<file path="config.mk">
export PLATFORM = sky130hd
export DESIGN_NAME = accessory_hub
export DESIGN_NICKNAME = d
export VERILOG_FILES = /design/src/rtl/accessory_hub_pkg.sv /design/src/rtl/hub_fifo.sv /design/src/rtl/accessory_hub.sv
export SDC_FILE = /design/constraint.sdc
export NUM_CORES = 1
export LEC_CHECK = 0
export CORE_UTILIZATION = 40
export DETAILED_ROUTE_END_ITERATION = 8
export PLACE_DENSITY = 0.64
export SLEW_MARGIN = 20
export SYNTH_ARGS = -nofsm -noshare
export SYNTH_HDL_FRONTEND = slang
export SYNTH_SLANG_ARGS = --single-unit
</file>
<file path="constraint.sdc">
create_clock -name CLOCK -period 5.1 [get_ports CLOCK]
set_input_delay 1.02 -clock CLOCK [delete_from_list [all_inputs] [get_ports CLOCK]]
set_output_delay 1.02 -clock CLOCK [all_outputs]
set_load 0.1 [all_outputs]
</file>
<file path="src/rtl/accessory_hub_pkg.sv">
// accessory_hub_pkg: shared input-path state encoding and select-width helper
package accessory_hub_pkg;
  typedef enum logic [1:0] {IDLE, WAIT, SHIFT} in_state_t;
  function automatic int sel_w(input int n);
    return (n > 1) ? $clog2(n) : 1;
  endfunction
endpackage

</file>
<file path="src/rtl/hub_fifo.sv">
// hub_fifo: per-channel output word FIFO with sticky overflow and registered head
module hub_fifo #(
  parameter int WORD_BITS = 29,
  parameter int FIFO_DEPTH = 4
) (
  input  logic                 CLOCK,
  input  logic                 rst_n,
  input  logic                 push,
  input  logic [WORD_BITS-1:0] push_data,
  input  logic                 pop,
  output logic                 out_valid,
  output logic [WORD_BITS-1:0] out_data,
  output logic                 full,
  output logic                 ovf
);
  localparam int AW = $clog2(FIFO_DEPTH);
  logic [WORD_BITS-1:0] mem [FIFO_DEPTH];
  logic [AW-1:0] wr, rd;
  logic [AW:0] count;
  logic do_push, do_pop;
  assign out_valid = count != '0;
  assign full = count == (AW+1)'(FIFO_DEPTH);
  assign do_pop = pop && out_valid;
  assign do_push = push && (!full || do_pop);
  assign out_data = out_valid ? mem[rd] : '0;
  always_ff @(posedge CLOCK)
    if (do_push) mem[wr] <= push_data;
  always_ff @(posedge CLOCK or negedge rst_n)
    if (!rst_n) begin
      wr <= '0;
      rd <= '0;
      count <= '0;
      ovf <= 1'b0;
    end else begin
      if (do_push) wr <= wr + 1'b1;
      if (do_pop) rd <= rd + 1'b1;
      count <= count + (AW+1)'(do_push) - (AW+1)'(do_pop);
      if (push && !do_push) ovf <= 1'b1;
    end
endmodule

</file>
<file path="src/rtl/accessory_hub.sv">
// accessory_hub: multi-channel bridge between G-15 serial PL19/PL20 signals and word-parallel accessories
module accessory_hub
  import accessory_hub_pkg::*;
#(
  parameter int N_CH = 2,
  parameter int WORD_BITS = 29,
  parameter int FIFO_DEPTH = 4,
  localparam int SEL_W = sel_w(N_CH)
) (
  input  logic                      CLOCK,
  input  logic                      rst_n,
  input  logic [SEL_W-1:0]          ch_sel,
  input  logic [SEL_W-1:0]          out_sel,
  input  logic                      PL19_START_INPUT,
  input  logic                      PL19_STOP_INPUT,
  input  logic                      PL19_SHIFT_CMD,
  input  logic                      PL20_OUTPUT,
  input  logic                      PL20_OUTPUT_SHIFT,
  input  logic                      PL19_WRITE_PULSE,
  output logic                      PL19_INPUT,
  output logic                      PL19_READY_IN,
  output logic                      PL20_READY_OUT,
  input  logic [N_CH-1:0]           in_valid,
  input  logic [N_CH*WORD_BITS-1:0] in_data,
  output logic [N_CH-1:0]           in_ready,
  output logic [N_CH-1:0]           out_valid,
  output logic [N_CH*WORD_BITS-1:0] out_data,
  input  logic [N_CH-1:0]           out_ready,
  output logic [N_CH-1:0]           ovf,
  output logic                      sel_err
);
  localparam int CW = $clog2(WORD_BITS + 1);
  in_state_t state, state_n;
  logic [SEL_W-1:0] ch;
  logic [WORD_BITS-1:0] insr, outsr, out_word;
  logic [CW-1:0] cnt;
  logic load, shift, ch_ok, out_ok, start_ok, start_bad;
  logic [N_CH-1:0] full, push;
  assign ch_ok = 32'(ch_sel) < N_CH;
  assign out_ok = 32'(out_sel) < N_CH;
  assign start_ok = state == IDLE && PL19_START_INPUT && ch_ok;
  assign start_bad = state == IDLE && PL19_START_INPUT && !ch_ok;
  always_comb begin
    state_n = state;
    load = 1'b0;
    shift = 1'b0;
    case (state)
      IDLE: state_n = start_ok ? WAIT : IDLE;
      WAIT: begin
        load = in_valid[ch] && !PL19_STOP_INPUT;
        state_n = PL19_STOP_INPUT ? IDLE : load ? SHIFT : WAIT;
      end
      SHIFT: begin
        shift = PL19_SHIFT_CMD && !PL19_STOP_INPUT;
        state_n = PL19_STOP_INPUT ? IDLE : (shift && cnt == CW'(WORD_BITS - 1)) ? WAIT : SHIFT;
      end
      default: state_n = IDLE;
    endcase
  end
  assign in_ready = load ? N_CH'(1) << ch : '0;
  assign PL19_READY_IN = state == SHIFT;
  assign PL19_INPUT = state == SHIFT && insr[0];
  // the new bit is merged before a same-cycle write so the pushed word includes it
  assign out_word = PL20_OUTPUT_SHIFT ? {PL20_OUTPUT, outsr[WORD_BITS-1:1]} : outsr;
  assign PL20_READY_OUT = rst_n && out_ok && !full[out_sel];
  always_ff @(posedge CLOCK or negedge rst_n)
    if (!rst_n) begin
      state <= IDLE;
      ch <= '0;
      insr <= '0;
      cnt <= '0;
      outsr <= '0;
      sel_err <= 1'b0;
    end else begin
      state <= state_n;
      if (start_ok) ch <= ch_sel;
      if (load) begin
        insr <= in_data[ch*WORD_BITS +: WORD_BITS];
        cnt <= '0;
      end else if (shift) begin
        insr <= insr >> 1;
        cnt <= cnt + 1'b1;
      end
      outsr <= PL19_WRITE_PULSE ? '0 : out_word;
      if (start_bad || (PL19_WRITE_PULSE && !out_ok)) sel_err <= 1'b1;
    end
  for (genvar k = 0; k < N_CH; k++) begin : g_ch
    assign push[k] = PL19_WRITE_PULSE && 32'(out_sel) == k;
    hub_fifo #(.WORD_BITS(WORD_BITS), .FIFO_DEPTH(FIFO_DEPTH)) u_fifo (
      .CLOCK(CLOCK),
      .rst_n(rst_n),
      .push(push[k]),
      .push_data(out_word),
      .pop(out_ready[k]),
      .out_valid(out_valid[k]),
      .out_data(out_data[k*WORD_BITS +: WORD_BITS]),
      .full(full[k]),
      .ovf(ovf[k])
    );
  end
endmodule

</file>
After elaboration in Yosys (flattened, before gate mapping)
Memory sizes are Yosys's and may differ from the RTL's.
Index checks and enable logic that the tools add are counted.

operators by class
  eq/ne operators = 5
  bitwise gates (word level) = 1
  shift operators = 2
  reductions and logical operators = 26
  divide/modulo/power cells = 0
  magnitude comparators = 2
  add/sub/neg operators = 9
  multiplexer cells = 25
  multiply operators = 1

operators with widths
  cell                                                 count
  2-to-1 mux 29 bit                                    6
  variable part select 58 x 7 -> 29 bit                1
  logical AND 1 bit                                    14
  2-to-1 mux 1 bit                                     11
  2-to-1 mux 2 bit                                     5
  2-to-1 mux 5 bit                                     2
  adder 2 x 1 -> 2 bit, second input constant          4
  adder 3 x 1 -> 3 bit                                 2
  equality test 3 bit, second input constant           2
  logical NOT 1 bit                                    6
  multiplier 1 x 5 -> 6 bit, second input constant     1
  one-hot mux 2 bit (3 select lines)                   1
  nonzero test 3 bit                                   2
  subtractor 3 x 1 -> 3 bit                            2
  adder 5 x 1 -> 5 bit, second input constant          1
  equality test 5 bit, second input constant           1
  < comparator 1 x 2 -> 1 bit, second input constant   2
  equality test 2 x 1 -> 1 bit, second input constant  1
  equality test 2 bit, second input constant           1
  logical NOT 2 bit                                    1
  logical OR 1 bit                                     2
  nonzero test 2 bit                                   1
  << shifter 1 x 1 -> 2 bit, first input constant      1
  NOT 1 bit                                            1

word-level totals
  bits in read-only memories = 0
  bits of input ports = 72
  bits in latches = 0
  logic and storage cells = 86
  register bits = 82
  memories kept = 2
  bits in writable memories = 232
  output and inout bits = 68

memory list
  memory              words  bits a word  rd ports  clocked after memory_dff  write ports  line            text
  g_ch[0].u_fifo.mem  4      29           1         0                         1            hub_fifo.sv:17  logic [WORD_BITS-1:0] mem [FIFO_DEPTH];
  g_ch[1].u_fifo.mem  4      29           1         0                         1            hub_fifo.sv:17

Logic depth before layout (Yosys ltp)
Gate-level depths: netlist of the first run.

  depth after elaboration = 6
  depth in mapped cells = 9

Hierarchy
A second synthesis of the first run with hierarchy kept.

unflattened totals
  cells, all modules = 762
  area total of the unflattened synthesis = 13058.8 um^2

by module, submodules not included
  module         area an instance (um^2)  seq. area each (um^2)  times used  cells an instance
  hub_fifo       4829.6                   3683.5                 2           224
  accessory_hub  3399.5                   1651.6                 1           314

Worst setup path after synthesis of the first run
Ideal clock, no wire load.

  path kind = register to output
  start point = register state[0]
  end point = output port PL19_INPUT
  arrival = 2760 ps
  path buffers = 0
  path slack = 1320 ps
  stages on the path, launching flop included = 3
  required time = 4080 ps
  path through = dfrtp_1 > nor2b_1 > and2_1

between the ends
  longest elaborated chain between the ends = 2

RTL lines
  element                  line                 text
  start, declared          accessory_hub.sv:33  in_state_t state, state_n;
  start signal, assigned   accessory_hub.sv:75  state <= state_n;
  equality test 2 bit      --
  named net PL19_READY_IN  accessory_hub.sv:21  output logic PL19_READY_IN,
  logical AND 1 bit        accessory_hub.sv:62  assign PL19_INPUT = state == SHIFT && insr[0];
  end, declared            accessory_hub.sv:20  output logic PL19_INPUT,

The timed path passes the listed nets, and every way through them passes these cells.

Final worst setup path of the first run
  start point = register g_ch[1].u_fifo.count[1]
  end point = output port out_data[56]

between the ends
  longest elaborated chain between the ends = 2

RTL lines
  element                 line                 text
  start, declared         hub_fifo.sv:19       logic [AW:0] count;
  start signal, assigned  hub_fifo.sv:37       count <= count + (AW+1)'(do_push) - (AW+1)'(do_pop);
  nonzero test 3 bit      hub_fifo.sv:21       assign out_valid = count != '0;
  2-to-1 mux 29 bit       hub_fifo.sv:25       assign out_data = out_valid ? mem[rd] : '0;
  end, declared           accessory_hub.sv:27  output logic [N_CH*WORD_BITS-1:0] out_data,

Every way passes these cells.

==> results.ini, run 1 <==
[run_status]
status=finished, final reports clean

[floorplan]
fp.dieW_um=180.9
core_area_sq_um=31560
die-area_sq_um=32720
io_pins=140
row_count=65
start_util_pct=40.56
die_h_um=180.9

[final_layout]
area_growth_pct=21.24
drive_gt1_share_pct=22.28
multi_input_area_sq_um=3517
seqCellArea_sq_um=9021
fill_cells=2678
nets=993
antenna_cells=0

[worst_setup_path]
rr_worst_depth=9
cp_max_fo=27
crit_end=out_data[56]
crit_family=buffers and inverters
crit_slowest_cell=clkdlybuf4s50_1
worstSetupPathType=reg -> out
path_cells=or3_1, and2_1, clkdlybuf4s50_1
critPathMaxStageDelay_ns=1.14
crit_buf_inv=1
cp-end-kind=output pin
rr_startpoint=g_ch[1].u_fifo.count[1]$_DFF_PN0_
required_ns=4.08
cp_num_cells=3
crit_start=g_ch[1].u_fifo.count[1]$_DFF_PN0_
arrival_ns=3.16
start_kind=flip-flop
timing.rr.end=g_ch[1].u_fifo.count[2]$_DFF_PN0_
regToRegSetupSlack_ns=2.18

[synthesis]
syn_inst=756
synth_flop_cell=edfxtp_1
netlist_top_cells_count=edfxtp_1, dfrtp_1, and2_1
synth_area_sq_um=12800
synth_most_common_cell=edfxtp_1
synth_area_per_cell_sq_um=16.93
synth_area_leader_cell=edfxtp_1
netlist_top_cells_area=edfxtp_1, dfrtp_1, mux4_2
ys_ff_latch=314
synth_seq_area_share_pct=70.47
synth_edf_count=232
ys.warnings.count=0
synth_top_area_share_pct=54.43
async_reset_ff_share_pct=26.11
syn-num-nets=844
ys_types=40

[cts]
clockBufferDepth=3
cts_tree=built
ctsHoldBuffers=0
post_cts_buffers=0
clk_pin_slew_worst_paths_ns=0.06
numCtsBuffers=31
clk_latency_ns=0.54
clock_sinks=314
h-tree-depth=1
root_buffer=clkbuf_16
cts_resized=0

[sta]
finClkSkew_ns=0.01758
hold_viol=0
setup_tns_ns=0
relSlewSlack_pct=29.16
setup_violations=0
tightest_slew_ns=1.063
fmax_mhz=239.3
drv_slew=0
period_share_pct=81.93
fin_crit_ns=4.178
grt_setup_unrepaired=no

[job]
cap_violations=0

[global_routing]
grt_use_total_pct=16.15
overflow=0
grt_max_degree=46
grt_antenna_before_repair=0
grt_pass1_wl_mm=40.90
grt_pass1_vias=7104

[placement]
detailed_place_hpwl_mm=16.18
gp_congestion=0.7155
place.port_buffers=138

[detailed_routing]
routedWlPerCell_um=19.48
antenna_left=0
vias=6854
first_pass_iters=5
vias_per_cell=5.150
first_iter_violations=513
drt_wl_total_mm=25.93
route.detailed.drc=0

[worst_hold_path]
hp-class=reg -> reg

==> stage by stage <==
| stage | util (%) | cells | setup slack, ns | instance area (sq um) | hold WS [ns] |
|---|---|---|---|---|---|
| 3_3_place_gp | 46.21 | 1274 | 1.447 | 14580 | 0.4522 |
| 3_5_place_dp | 46.21 | 1274 | 1.417 | 14580 | 0.4603 |
| 6_report | 49.18 | 1331 | 0.9218 | 15520 | 0.4712 |
| 4_1_cts | 49.18 | 1331 | 0.8484 | 15520 | 0.4742 |
| 2_1_floorplan | - | 756 | 1.320 | 12800 | 0.4377 |
| 5_1_grt | 49.18 | 1331 | 0.7302 | 15520 | 0.4989 |
==> sequential cells by signal (all words and copies together), names as in the netlist, 4 cells and up <==
name and flops:
g_ch.u_fifo.count 6, outsr 29, insr 29, cnt 5, g_ch.u_fifo.rd 4, g_ch.u_fifo.wr 4, g_ch.u_fifo.mem 232
==> layout by cell type (no fill, tap or decap), drive strengths merged, types with 8 or more instances in the layout <==
cell	netlist	layout
clkdlybuf4s50	0	94
mux4	58	58
and2	70	70
nand2	41	41
xnor2	8	8
mux2	31	31
nor2b	32	32
clkbuf	27	37
buf	19	68
nand3	59	59
a22oi	28	28
inv	17	18
edfxtp	232	232
ha	14	14
clkinv	0	13
dfrtp	82	82
==> routing by layer <==
metal | routed length [um] | share of wire [%] | track usage (%)
met1 | 11650 | 45 | 23.20
met2 | 12770 | 49 | 26.50
met3 | 1258 | 4.9 | 2.278
met4 | 253 | 0.98 | 2.906
met5 | 0 | 0 | 0
==> cell type report <==
type	instances	share of cell area [%]
inverters	17	0.4112
flip-flops and latches	314	58.14
repair buffers	162	9.515
clock inverters	20	0.8870
well taps	402	3.241
multi-input cells	379	22.67
clock buffers	37	5.144
==> logic make-up (layout without fill, tap and decap cells) <==
family                     after synthesis  count (layout)  share of synthesized area (%)
xor gates and xnor gates                12              12                         0.8212
AOI/OAI and AO/OA                       40              40                          2.327
and+or+nand+nor                        220             220                          9.385
adders and majority gates               16              16                          1.682
muxes                                   90              90                          13.01
other                                    1               1                        0.02930
buffers and inverters                   63             236                          2.278
DFF                                    314             314                          70.47
==> worst min-delay path by stage <==
stage	from	to	slack (ns)	cells after the start
after floorplan	g_ch[0].u_fifo.ovf$_DFFE_PN0P_	g_ch[0].u_fifo.ovf$_DFFE_PN0P_	0.44	1
after global placement	g_ch[1].u_fifo.ovf$_DFFE_PN0P_	g_ch[1].u_fifo.ovf$_DFFE_PN0P_	0.45	1
after detailed placement	g_ch[1].u_fifo.ovf$_DFFE_PN0P_	g_ch[1].u_fifo.ovf$_DFFE_PN0P_	0.46	1
after CTS	cnt[4]$_DFFE_PN0P_	cnt[4]$_DFFE_PN0P_	0.47	1
after global routing	rst_n	outsr[20]$_DFF_PN0_	0.50	1
final	g_ch[0].u_fifo.ovf$_DFFE_PN0P_	g_ch[0].u_fifo.ovf$_DFFE_PN0P_	0.47	1
Power of run 1 is not shown: default switching activity piles up to over one toggle a cycle in this logic, so the estimate is an artifact.
==> run 2, diff against run 1 <==
PLACE_DENSITY = 0.66   (was 0.64)
clock period = 3.5 ns   (was 5.1 ns; I/O delays follow)
==> results.ini, run 2 (same netlist as run 1, synthesis figures left out) <==
[run_status]
status=finished, final reports clean

[worst_setup_path]
timing.rr.end=g_ch[1].u_fifo.count[2]$_DFF_PN0_
crit_end=out_data[28]
required_ns=2.80
path_cells=buf_12, mux4_2, and2_1, buf_12
cp-end-kind=output pin
cp_common_cell=buf_12
critPathMaxStageDelay_ns=0.69
start_kind=flip-flop
cp_num_cells=4
rr_worst_depth=9
worstSetupPathType=reg -> out
crit_family=flip-flops
cp_max_fo=19
crit_slowest_cell=dfrtp_2
rr_startpoint=g_ch[1].u_fifo.count[1]$_DFF_PN0_
arrival_ns=2.47
crit_start=g_ch[0].u_fifo.rd[0]$_DFFE_PN0P_
regToRegSetupSlack_ns=1.17
crit_buf_inv=2

[floorplan]
start_util_pct=40.56
die-area_sq_um=32720
io_pins=140
fp.dieW_um=180.9
die_h_um=180.9
row_count=65
core_area_sq_um=31560

[cts]
cts_resized=0
root_buffer=clkbuf_16
post_cts_buffers=0
clock_sinks=314
numCtsBuffers=31
clk_latency_ns=0.55
h-tree-depth=1
clockBufferDepth=3
clk_pin_slew_worst_paths_ns=0.06
cts_tree=built
ctsHoldBuffers=0

[final_layout]
area_growth_pct=28.15
top_register=g_ch.u_fifo.mem
top_regs=g_ch.u_fifo.mem: 232 flops, insr: 29 flops, outsr: 29 flops
finalInstanceArea_sq_um=16400
drive_gt1_share_pct=25.54
most-common-layout-cells=edfxtp_1, dfrtp_1, and2_1, clkdlybuf4s50_1, buf_12
nets=996
final_cells=1334
layout_commonest_cell=edfxtp_1
largest_register_ffs=232
antenna_cells=0

[sta]
grt_setup_unrepaired=no
relSlewSlack_pct=51.43
setup_violations=0
setup_tns_ns=0
hold_viol=0
tightest_slew_ns=0.7285
drv_slew=0
fmax_mhz=315.5
fin_crit_ns=3.170
finClkSkew_ns=0.01686
period_share_pct=90.56
hold_slack_ns=0.07880

[global_routing]
grt_antenna_before_repair=0
grt_pass1_wl_mm=41.42
grt_max_degree=53
overflow=0
grt_pass1_vias=7349
grt_use_total_pct=16.26

[detailed_routing]
vias=6865
routedWlPerCell_um=19.13
drt_wl_total_mm=25.52
first_pass_iters=6
route.detailed.drc=0
antenna_left=0
vias_per_cell=5.146
first_iter_violations=420

[placement]
detailed_place_hpwl_mm=16.50
gp_congestion=0.7598
dp.cells=1277
place.port_buffers=138
dpl-instance-area_sq_um=15380

[worst_hold_path]
hp-class=in -> async

[job]
cap_violations=0

-- run 2: final cells by class --
type                            count  area, sq um
Sequential cell                   314         9021
Tap cell                          402        503.0
Timing Repair Buffer              165         2277
Fill cell                        2539        15150
Inverter                           17        63.81
Clock inverter                     25        239.0
Clock buffer                       32        779.5
Multi-Input combinational cell    379         3517
-- run 2: routing by layer --
layer | vias to the layer above | share of wire (%) | track usage [%] | wire [um]
li1 | 3154 | - | - | -
met1 | 3493 | 43 | 21.14 | 10970
met2 | 182 | 50 | 28.34 | 12830
met3 | 36 | 5.0 | 2.782 | 1280
met4 | 0 | 1.7 | 3.966 | 442
met5 | - | 0 | 0 | 0
-- run 2: stage by stage --
stage               utilization [%]  setup WS [ns]
floorplan                         -        0.03954
global placement              48.75         0.6528
detailed placement            48.75         0.6049
CTS                           51.97         0.2679
global route                  51.97         0.2000
finish                        51.97         0.3305
-- run 2: worst min-delay path by stage --
stage	startpoint	slack, ns	endpoint	depth (start not counted)
2_1_floorplan	rst_n	0.40	ch$_DFFE_PN0P_	0
3_3_place_gp	insr[12]$_DFFE_PN0P_	0.46	insr[11]$_DFFE_PN0P_	2
3_5_place_dp	cnt[4]$_DFFE_PN0P_	0.46	cnt[4]$_DFFE_PN0P_	1
4_1_cts	rst_n	0.07	insr[5]$_DFFE_PN0P_	1
5_1_grt	rst_n	0.11	insr[5]$_DFFE_PN0P_	1
6_report	rst_n	0.08	insr[5]$_DFFE_PN0P_	1
Power of run 2 is left out for the same reason.
